<file path="config.mk">
export PLATFORM = sky130hd
export DESIGN_NAME = ppu_sparse_drain
export DESIGN_NICKNAME = d
export VERILOG_FILES = /design/src/rtl/ppu_sparse_drain.sv
export SDC_FILE = /design/constraint.sdc
export NUM_CORES = 1
export LEC_CHECK = 0
export ABC_CLOCK_PERIOD_IN_PS = 11400
export CORE_MARGIN = 3
export CORE_UTILIZATION = 48
export DETAILED_ROUTE_END_ITERATION = 6
export PLACE_DENSITY = 0.74
export SLEW_MARGIN = 15
export SYNTH_ARGS = -nofsm -noshare
export SYNTH_HDL_FRONTEND = slang
export SYNTH_SLANG_ARGS = --single-unit
</file>
<file path="constraint.sdc">
create_clock -name i_clk -period 11.4 [get_ports i_clk]
set_clock_uncertainty 0.2 [all_clocks]
set_input_delay 1.71 -clock i_clk [delete_from_list [all_inputs] [get_ports i_clk]]
set_output_delay 1.71 -clock i_clk [all_outputs]
set_load 0.01 [all_outputs]
</file>
<file path="src/rtl/ppu_sparse_drain.sv">
// Post-processing drain: scans every accumulator entry, applies ReLU/shift/saturate
// and run-length encodes the result into (value, zero-run) pairs for the OARAM.
module ppu_sparse_drain #(
  parameter int BANK_COUNT  = 32,
  parameter int ENTRIES     = 128,
  parameter int ACC_WIDTH   = 24,
  parameter int INDEX_WIDTH = 4,
  parameter int RAM_WIDTH   = 10
) (
  input  logic                          i_clk,
  input  logic                          i_reset,
  input  logic                          i_start,
  input  logic [1:0]                    i_bitwidth,
  input  logic [4:0]                    i_quant_shift,
  output logic [$clog2(BANK_COUNT)-1:0] o_buffer_bank_read,
  output logic [$clog2(ENTRIES)-1:0]    o_buffer_bank_entry,
  output logic                          o_buffer_read_enable,
  input  logic [ACC_WIDTH-1:0]          i_buffer_data_read,
  output logic [7:0]                    o_oaram_value,
  output logic [INDEX_WIDTH-1:0]        o_oaram_index,
  output logic [RAM_WIDTH-1:0]          o_oaram_address,
  output logic                          o_oaram_write_enable,
  input  logic                          i_oaram_ready,
  output logic                          o_busy,
  output logic                          o_done,
  output logic [RAM_WIDTH:0]            o_write_count,
  output logic                          o_overflow
);

  localparam int BW = $clog2(BANK_COUNT);
  localparam int EW = $clog2(ENTRIES);
  localparam logic [BW-1:0]          LAST_BANK  = BW'(BANK_COUNT - 1);
  localparam logic [EW-1:0]          LAST_ENTRY = EW'(ENTRIES - 1);
  localparam logic [INDEX_WIDTH-1:0] RUN_MAX    = {INDEX_WIDTH{1'b1}};
  localparam logic [RAM_WIDTH:0]     CAP        = {1'b1, {RAM_WIDTH{1'b0}}};

  typedef enum logic [1:0] {
    ST_IDLE  = 2'd0,
    ST_SCAN  = 2'd1,
    ST_FLUSH = 2'd2,
    ST_DONE  = 2'd3
  } state_t;

  state_t                 r_state;
  state_t                 w_next_state;
  logic                   w_busy;
  logic                   w_done;
  logic                   r_busy;
  logic                   r_done;

  logic [BW-1:0]          r_bank;
  logic [EW-1:0]          r_entry;
  logic [1:0]             r_bw;
  logic [4:0]             r_shift;

  logic                   r_dv;
  logic                   r_hold_valid;
  logic [ACC_WIDTH-1:0]   r_hold_data;

  logic [INDEX_WIDTH-1:0] r_zrun;
  logic                   r_wr_en;
  logic [7:0]             r_value;
  logic [INDEX_WIDTH-1:0] r_index;
  logic [RAM_WIDTH:0]     r_wr_count;
  logic                   r_overflow;

  logic                   w_stall;
  logic                   w_wr_done;
  logic                   w_last_rd;
  logic                   w_rd_issue;
  logic                   w_start_ok;
  logic                   w_s1_valid;
  logic [ACC_WIDTH-1:0]   w_s1_data;
  logic [7:0]             w_q;
  logic                   w_emit;
  logic [RAM_WIDTH:0]     w_count_after;
  logic                   w_room;
  logic                   w_pipe_empty;

  // ReLU, arithmetic shift (operand is non-negative after ReLU), saturate to mode width
  function automatic logic [7:0] quantise(input logic [ACC_WIDTH-1:0] data,
                                          input logic [4:0]           shift,
                                          input logic [1:0]           bw);
    logic [ACC_WIDTH-1:0] v;
    logic [ACC_WIDTH-1:0] q;
    logic [7:0]           lim;
    if (data[ACC_WIDTH-1]) begin
      v = '0;
    end else begin
      v = data;
    end
    q = v >> shift;
    case (bw)
      2'b01:   lim = 8'd15;
      2'b10:   lim = 8'd3;
      default: lim = 8'd255;
    endcase
    if (q > ACC_WIDTH'(lim)) begin
      quantise = lim;
    end else begin
      quantise = q[7:0];
    end
  endfunction

  // A pending write that is not accepted freezes the whole pipeline
  assign w_stall       = r_wr_en & ~i_oaram_ready;
  assign w_wr_done     = r_wr_en & i_oaram_ready;
  assign w_last_rd     = (r_bank == LAST_BANK) && (r_entry == LAST_ENTRY);
  assign w_rd_issue    = (r_state == ST_SCAN) && !w_stall;
  assign w_start_ok    = i_start && (r_state == ST_IDLE);
  assign w_s1_valid    = (r_hold_valid | r_dv) & ~w_stall;
  assign w_s1_data     = r_hold_valid ? r_hold_data : i_buffer_data_read;
  assign w_q           = quantise(w_s1_data, r_shift, r_bw);
  assign w_emit        = w_s1_valid && ((w_q != 8'd0) || (r_zrun == RUN_MAX));
  assign w_count_after = r_wr_count + {{RAM_WIDTH{1'b0}}, w_wr_done};
  assign w_room        = (w_count_after < CAP);
  assign w_pipe_empty  = !r_dv && !r_hold_valid && !r_wr_en;

  // FSM state register plus registered busy/done
  always_ff @(posedge i_clk) begin
    if (i_reset) begin
      r_state <= ST_IDLE;
      r_busy  <= 1'b0;
      r_done  <= 1'b0;
    end else begin
      r_state <= w_next_state;
      r_busy  <= w_busy;
      r_done  <= w_done;
    end
  end

  // FSM next-state logic
  always_comb begin
    w_next_state = r_state;
    case (r_state)
      ST_IDLE: begin
        if (i_start) w_next_state = ST_SCAN;
        else         w_next_state = ST_IDLE;
      end
      ST_SCAN: begin
        if (w_rd_issue && w_last_rd) w_next_state = ST_FLUSH;
        else                         w_next_state = ST_SCAN;
      end
      ST_FLUSH: begin
        if (w_pipe_empty) w_next_state = ST_DONE;
        else              w_next_state = ST_FLUSH;
      end
      ST_DONE: w_next_state = ST_IDLE;
      default: w_next_state = ST_IDLE;
    endcase
  end

  // FSM outputs decoded from the next state so the registered copies align with it
  always_comb begin
    w_busy = 1'b0;
    w_done = 1'b0;
    case (w_next_state)
      ST_SCAN:  w_busy = 1'b1;
      ST_FLUSH: w_busy = 1'b1;
      ST_DONE: begin
        w_busy = 1'b1;
        w_done = 1'b1;
      end
      default: begin
        w_busy = 1'b0;
        w_done = 1'b0;
      end
    endcase
  end

  // Bank-major read address walk and configuration latch
  always_ff @(posedge i_clk) begin
    if (i_reset) begin
      r_bank  <= '0;
      r_entry <= '0;
      r_bw    <= 2'b00;
      r_shift <= 5'd0;
    end else if (w_start_ok) begin
      r_bank  <= '0;
      r_entry <= '0;
      r_bw    <= i_bitwidth;
      r_shift <= i_quant_shift;
    end else if (w_rd_issue) begin
      if (r_entry == LAST_ENTRY) begin
        r_entry <= '0;
        if (r_bank == LAST_BANK) r_bank <= '0;
        else                     r_bank <= r_bank + BW'(1'b1);
      end else begin
        r_entry <= r_entry + EW'(1'b1);
      end
    end
  end

  // Read-data valid tracking; data landing during a stall parks in the hold register
  always_ff @(posedge i_clk) begin
    if (i_reset) begin
      r_dv         <= 1'b0;
      r_hold_valid <= 1'b0;
      r_hold_data  <= '0;
    end else begin
      r_dv <= w_rd_issue;
      if (r_dv && w_stall) begin
        r_hold_valid <= 1'b1;
        r_hold_data  <= i_buffer_data_read;
      end else if (!w_stall) begin
        r_hold_valid <= 1'b0;
      end
    end
  end

  // Run-length encoder, OARAM write register and capacity tracking
  always_ff @(posedge i_clk) begin
    if (i_reset) begin
      r_zrun     <= '0;
      r_wr_en    <= 1'b0;
      r_value    <= 8'd0;
      r_index    <= '0;
      r_wr_count <= '0;
      r_overflow <= 1'b0;
    end else if (w_start_ok) begin
      r_zrun     <= '0;
      r_wr_en    <= 1'b0;
      r_wr_count <= '0;
      r_overflow <= 1'b0;
    end else begin
      if (w_wr_done) r_wr_count <= w_count_after;
      if (!w_stall) begin
        r_wr_en <= w_emit && w_room;
        if (w_emit && w_room) begin
          r_value <= w_q;
          r_index <= r_zrun;
        end
        if (w_emit && !w_room) r_overflow <= 1'b1;
      end
      // The run restarts after every emitted pair, even one dropped for lack of room
      if (w_s1_valid) begin
        if (w_emit) r_zrun <= '0;
        else        r_zrun <= r_zrun + INDEX_WIDTH'(1'b1);
      end
    end
  end

  assign o_buffer_bank_read   = r_bank;
  assign o_buffer_bank_entry  = r_entry;
  assign o_buffer_read_enable = w_rd_issue;
  assign o_oaram_value        = r_value;
  assign o_oaram_index        = r_index;
  assign o_oaram_address      = r_wr_count[RAM_WIDTH-1:0];
  assign o_oaram_write_enable = r_wr_en;
  assign o_busy               = r_busy;
  assign o_done               = r_done;
  assign o_write_count        = r_wr_count;
  assign o_overflow           = r_overflow;

endmodule

</file>
# --- Word-level counts from Yosys, hierarchy flattened ---
# Index checks and enable logic that the tools add are counted.
op_classes:
  add_sub_neg: 4
  n_bitwise: 7
  n_mux: 15
  n_eq_ne: 12
  magnitude_cmp: 2
  n_reduce_logical: 23
  shifts: 1
ops:
  columns: ["cell", "count"]
  rows:
  - ["> comparator 24 x 8 -> 1 bit", 1]
  - ["two-way mux 24 bit", 1]
  - ["right shift 24 x 5 -> 24 bit", 1]
  - ["two-way mux 23 bit", 1]
  - ["one-hot mux 8 bit (2 select lines)", 1]
  - ["adder 11 x 1 -> 11 bit", 1]
  - ["< comparator 11 bit (second input constant)", 1]
  - ["== test 2 bit (second input constant)", 5]
  - ["logical AND 1 bit", 10]
  - ["two-way mux 8 bit", 1]
  - ["one-hot mux 2 bit (4 select lines)", 1]
  - ["nonzero test 8 bit", 1]
  - ["adder 7 x 1 -> 7 bit (second input constant)", 1]
  - ["== test 7 bit (second input constant)", 1]
  - ["two-way mux 7 bit", 1]
  - ["== test 2 x 1 -> 1 bit (second input constant)", 3]
  - ["two-way mux 1 bit", 6]
  - ["adder 5 x 1 -> 5 bit (second input constant)", 1]
  - ["== test 5 bit (second input constant)", 1]
  - ["zero test 1 bit", 5]
  - ["two-way mux 5 bit", 1]
  - ["adder 4 x 1 -> 4 bit (second input constant)", 1]
  - ["== test 4 bit (second input constant)", 1]
  - ["two-way mux 4 bit", 1]
  - ["other kinds (11)", 16]
totals:
  elab_cells: 80
  reg_bits: 78
  output_inout_bits: 50
  in_bits: 35

# --- Depth between registers and ports, before layout ---
logic_depth:
  depth_word: 10
  depth_mapped: 18
  mapped_depth_nobuf: 15

# --- Least setup slack after synthesis ---
# Ideal clock, no wire load.
synth_timing:
  path_type: "input-to-reg"
  start: "input port i_buffer_data_read[23]"
  end: "register r_zrun[0]"
  slack_ns: 6.251
  n_path_buf: 0
  path_stages: 14
  required_ns: 11.130
  arrival_time_ns: 4.879
  path_cell_list: "and2b_1 > mux4_2 > nor2_1 > nor4_1 > or4_4 > ha_1 > a21o_1 > a21oi_1 > nor2b_1 > nor3_1 > nand4b_1 > or3_1 > or3_1 > a21oi_1"
synth_between:
  elab_chain_len: 9
synth_lines:
  columns: ["element", "line", "text"]
  rows:
  - ["from (decl)", "18", "input logic [ACC_WIDTH-1:0] i_buffer_data_read,"]
  - ["two-way mux 24 bit *", "112", "assign w_s1_data = r_hold_valid ? r_hold_data : i_buffer_data_read;"]
  - ["two-way mux 23 bit *", "87", "if (data[ACC_WIDTH-1]) begin"]
  - ["right shift 24 x 5 -> 24 bit *", "92", "q = v >> shift;"]
  - ["> comparator 24 x 8 -> 1 bit", "98", "if (q > ACC_WIDTH'(lim)) begin"]
  - ["two-way mux 8 bit *", "98", null]
  - ["nonzero test 8 bit *", "114", "assign w_emit = w_s1_valid && ((w_q != 8'd0) || (r_zrun == RUN_MAX));"]
  - ["logical OR 1 bit *", "114", null]
  - ["logical AND 1 bit *", "114", null]
  - ["two-way mux 4 bit *", "237", "if (w_emit) r_zrun <= '0;"]
  - ["to (signal assigned)", "238", "else r_zrun <= r_zrun + INDEX_WIDTH'(1'b1);"]
  - ["to (decl)", "60", "logic [INDEX_WIDTH-1:0] r_zrun;"]
# Mark *: on every way between the ends. The rest lies on a longest branch, timed or not.
# A chain may end at the register's enable or synchronous reset.

# --- Final worst setup path ---
layout_timing:
  start: "input port i_buffer_data_read[23]"
  end: "register r_value[6], in the netlist o_oaram_value[6]"
layout_between:
  elab_chain_len: 10
layout_lines:
  columns: ["element", "line", "text"]
  rows:
  - ["two-way mux 24 bit *", "112", null]
  - ["two-way mux 23 bit *", "87", null]
  - ["right shift 24 x 5 -> 24 bit *", "92", null]
  - ["> comparator 24 x 8 -> 1 bit", "98", null]
  - ["two-way mux 8 bit *", "98", null]
  - ["nonzero test 8 bit", "114", null]
  - ["logical OR 1 bit", "114", null]
  - ["logical AND 1 bit", "114", null]
  - ["logical AND 1 bit", "229", "if (w_emit && w_room) begin"]
  - ["AND reduction 3 bit (no source line)", null, null]
  - ["to (signal assigned)", "230", "r_value <= w_q;"]
  - ["to (decl)", "62", "logic [7:0] r_value;"]
# Marked as above.

==> results.md <==
* Synth area leaders: dfxtp_1, mux2i_1, nand2_1, a21oi_1, nor2_1
* Gr ovfl total at 0
* CTS max path bufs at 2
* # resized after CTS at 0
* First-pass GRT wire length at 24300 um
* CP Data Required Time at 11450 ps
* GRT met3 Usage at 0.0558
* EDFF count, synth at 0
* Outcome: finished, final reports clean
* IO buf count at 84
* Sequential-to-total area share from yosys stat at 0.304
* Cells after Synth at ~650
* Top cell type's share of synthesized area at 0.304
* Worst-Skew Late Latency at 370 ps
* Initial core utilization at 0.495
* Post-Syn Area at 5130 um^2
* Largest net degree at the start of global routing at 49
* P&R area growth vs syn at 18.6%
* Clk pin slew, worst setup/hold paths at 90 ps
* Worst hold start: o_oaram_value[0]$_SDFFE_PP0P_
* Fraction of layout cells with a size suffix above 1 at 0.0514
* CTS buffer count at 9
* 1st-iter DRT viols at 355
* GRT Total Usage at 0.256
* Max-slew headroom at 0.285
* Drt pass-1 iters at 5
* Power, Total at 0.632 mW
* Final hold vios at 0
* GR Util met2 at 0.388
* Grt peak-use layer: met2
* Core Region at around 10000 um^2
* Slew Limit Fails at 0
* Initial antenna violation count at 0
* Worst Max-Slew Pin Slew at 1070 ps
* Fin crit period at about 6500 ps
* Worst r2r src: r_hold_valid$_SDFFE_PP0P_
* Routed Antenna Nets at 0
* Dpl ws at about 4600 ps
* Count of final setup violators at 0
* PnR worst setup slack at 4860 ps
* Root Driver: clkbuf_8
* Critical path class: input port to register
* Via count at 5061
* Post-synth ARST share at 0
* Core Rows at 37
* Met1 global-route usage at 0.359
* Seq cells post-synth at 78
* Die X at roughly 110 um
* GP Congestion at 1.03
* Crit-path max FO at 19
* CTS tree: yes
* Post-CTS Setup Bufs at 0
* Data arrival, critical path at approximately 6600 ps
* HPWL Detailed at around 11000 um
* Maximum clock frequency at 153 MHz
* Synth Flop Type: dfxtp_1
* Fin Setup TNS at 0 ps
* Nets at 743
* Library cells used by synthesis at 76
* Routed vias/inst at 6.05
* CTS H-tree depth at 3
* Wirelength per Cell at 18.2 um
* Kind of end point of the critical path: register
* Synth Area per Inst at 7.96 um^2
* Final WL at 15200 um
* Hold Crit Class: register to register
* Setup crit start: i_buffer_data_read[23]
* Post-cts hold buffer count at 0
* Top-count cell post-synth: nand2_1
* Final core utilization at 0.587
* Post-Synthesis Net Count at a little under 700
* Period utilization at 0.574
* Ant diodes at 0
* # IOs at between 80 and 90
* Vias in the first global route at approximately 4700
* Synth cell count leaders: nand2_1, dfxtp_1, nor2_1
* Clock Sinks at 78
* Die Span Y at 109 um
* CP Launch Type: input port
* Max cap viols at 0
* Area leader, netlist: dfxtp_1
* RSZ-0062 raised after global routing: false
* P per Cell Area at 104 nW/um^2
* Syn. warnings at 0
* Leakage at 2.07 nW
* Peak VDD IR at 55.1 uV
* Residual DRC at 0
* Die area at 12000 um^2
-- where the power goes --
part | internal [mW] | switching, mW
combinational | 0.0586 | 0.0780
clock | 0.103 | 0.108
sequential | 0.277 | 0.00710
-- cell families (layout without fill, tap and decap cells) --
group	Yosys count	in the layout	share of synthesized area
xor+xnor	17	17	0.0290
fa+ha+maj	13	13	0.0317
mux	55	55	0.115
compound gates	148	148	0.196
flops	78	78	0.304
simple gates	273	273	0.262
buf+inv	61	116	0.0626
-- critical path, cell delays in order --
cell,delay [ps]
clkdlybuf4s50_1,830
or2_1,620
o22ai_2,270
a22o_1,270
a41o_1,230
or4_4,550
ha_1,310
a21o_1,170
a21oi_1,150
nor2b_1,70
nor3_1,300
nand4b_1,300
o31ai_4,410
nor3_1,130
a22o_1,260
-- layout by cell type (no fill, tap or decap), types with 4 or more instances in the layout --
cell             count
clkbuf_8             9
xor2_1              11
nand3_1             15
mux2i_1             50
o22ai_1             14
nor2_1              66
a31oi_1             11
buf_4                4
a22o_1               6
clkdlybuf4s50_1     84
ha_1                13
inv_1               11
a21o_1               4
a21oi_1             50
and3_1               7
a22oi_1              5
nand4_1              9
nand2b_1            20
o21ai_0             11
nor3_1              17
or3_1                6
dfxtp_1             77
nor2b_1              9
nand2_1             90
xnor2_1              6
a311oi_1             5
-- per-layer routing --
metal,vias up,share of wire
li1,2433,-
met1,2367,0.44
met2,229,0.45
met3,32,0.082
met4,0,0.023
met5,-,0
-- path summary, 6_finish.rpt --
path / to / slack [ps] / cells after the start
max: o_oaram_value[6]$_SDFFE_PP0P_ / 4860 / 15
min reg2reg: o_oaram_value[0]$_SDFFE_PP0P_ / 260 / 2
max reg2reg: o_oaram_value[6]$_SDFFE_PP0P_ / 6200 / 14
min: o_oaram_value[0]$_SDFFE_PP0P_ / 260 / 2
-- layout make-up --
cell class,count,area [um^2]
fillers,965,4280
multi-input cells,506,3250
flip-flops and latches,78,1560
repair buffers,88,871
well taps,136,170
clock buffers,12,135
clock inverters,4,56.3
inverters,12,45.0
-- flip-flops by register name, summed over array words and instances, names as in the netlist --
name	count
r_shift	5
r_bw	2
o_overflow	1
o_oaram_index	4
o_busy	1
o_write_count	11
o_oaram_write_enable	1
o_buffer_bank_entry	7
r_zrun	4
r_state	2
r_hold_data	24
o_oaram_value	8
o_buffer_bank_read	5
o_done	1
r_dv	1
r_hold_valid	1
-- per-stage QoR --
stage,cells,cell area (um^2),hold WS [ps]
floorplan,645,5130,236
global placement,820,5900,243
detailed placement,820,5900,249
CTS,836,6090,261
global route,836,6090,277
finish,836,6090,257
No activity file was read; power rests on OpenSTA's default activity.
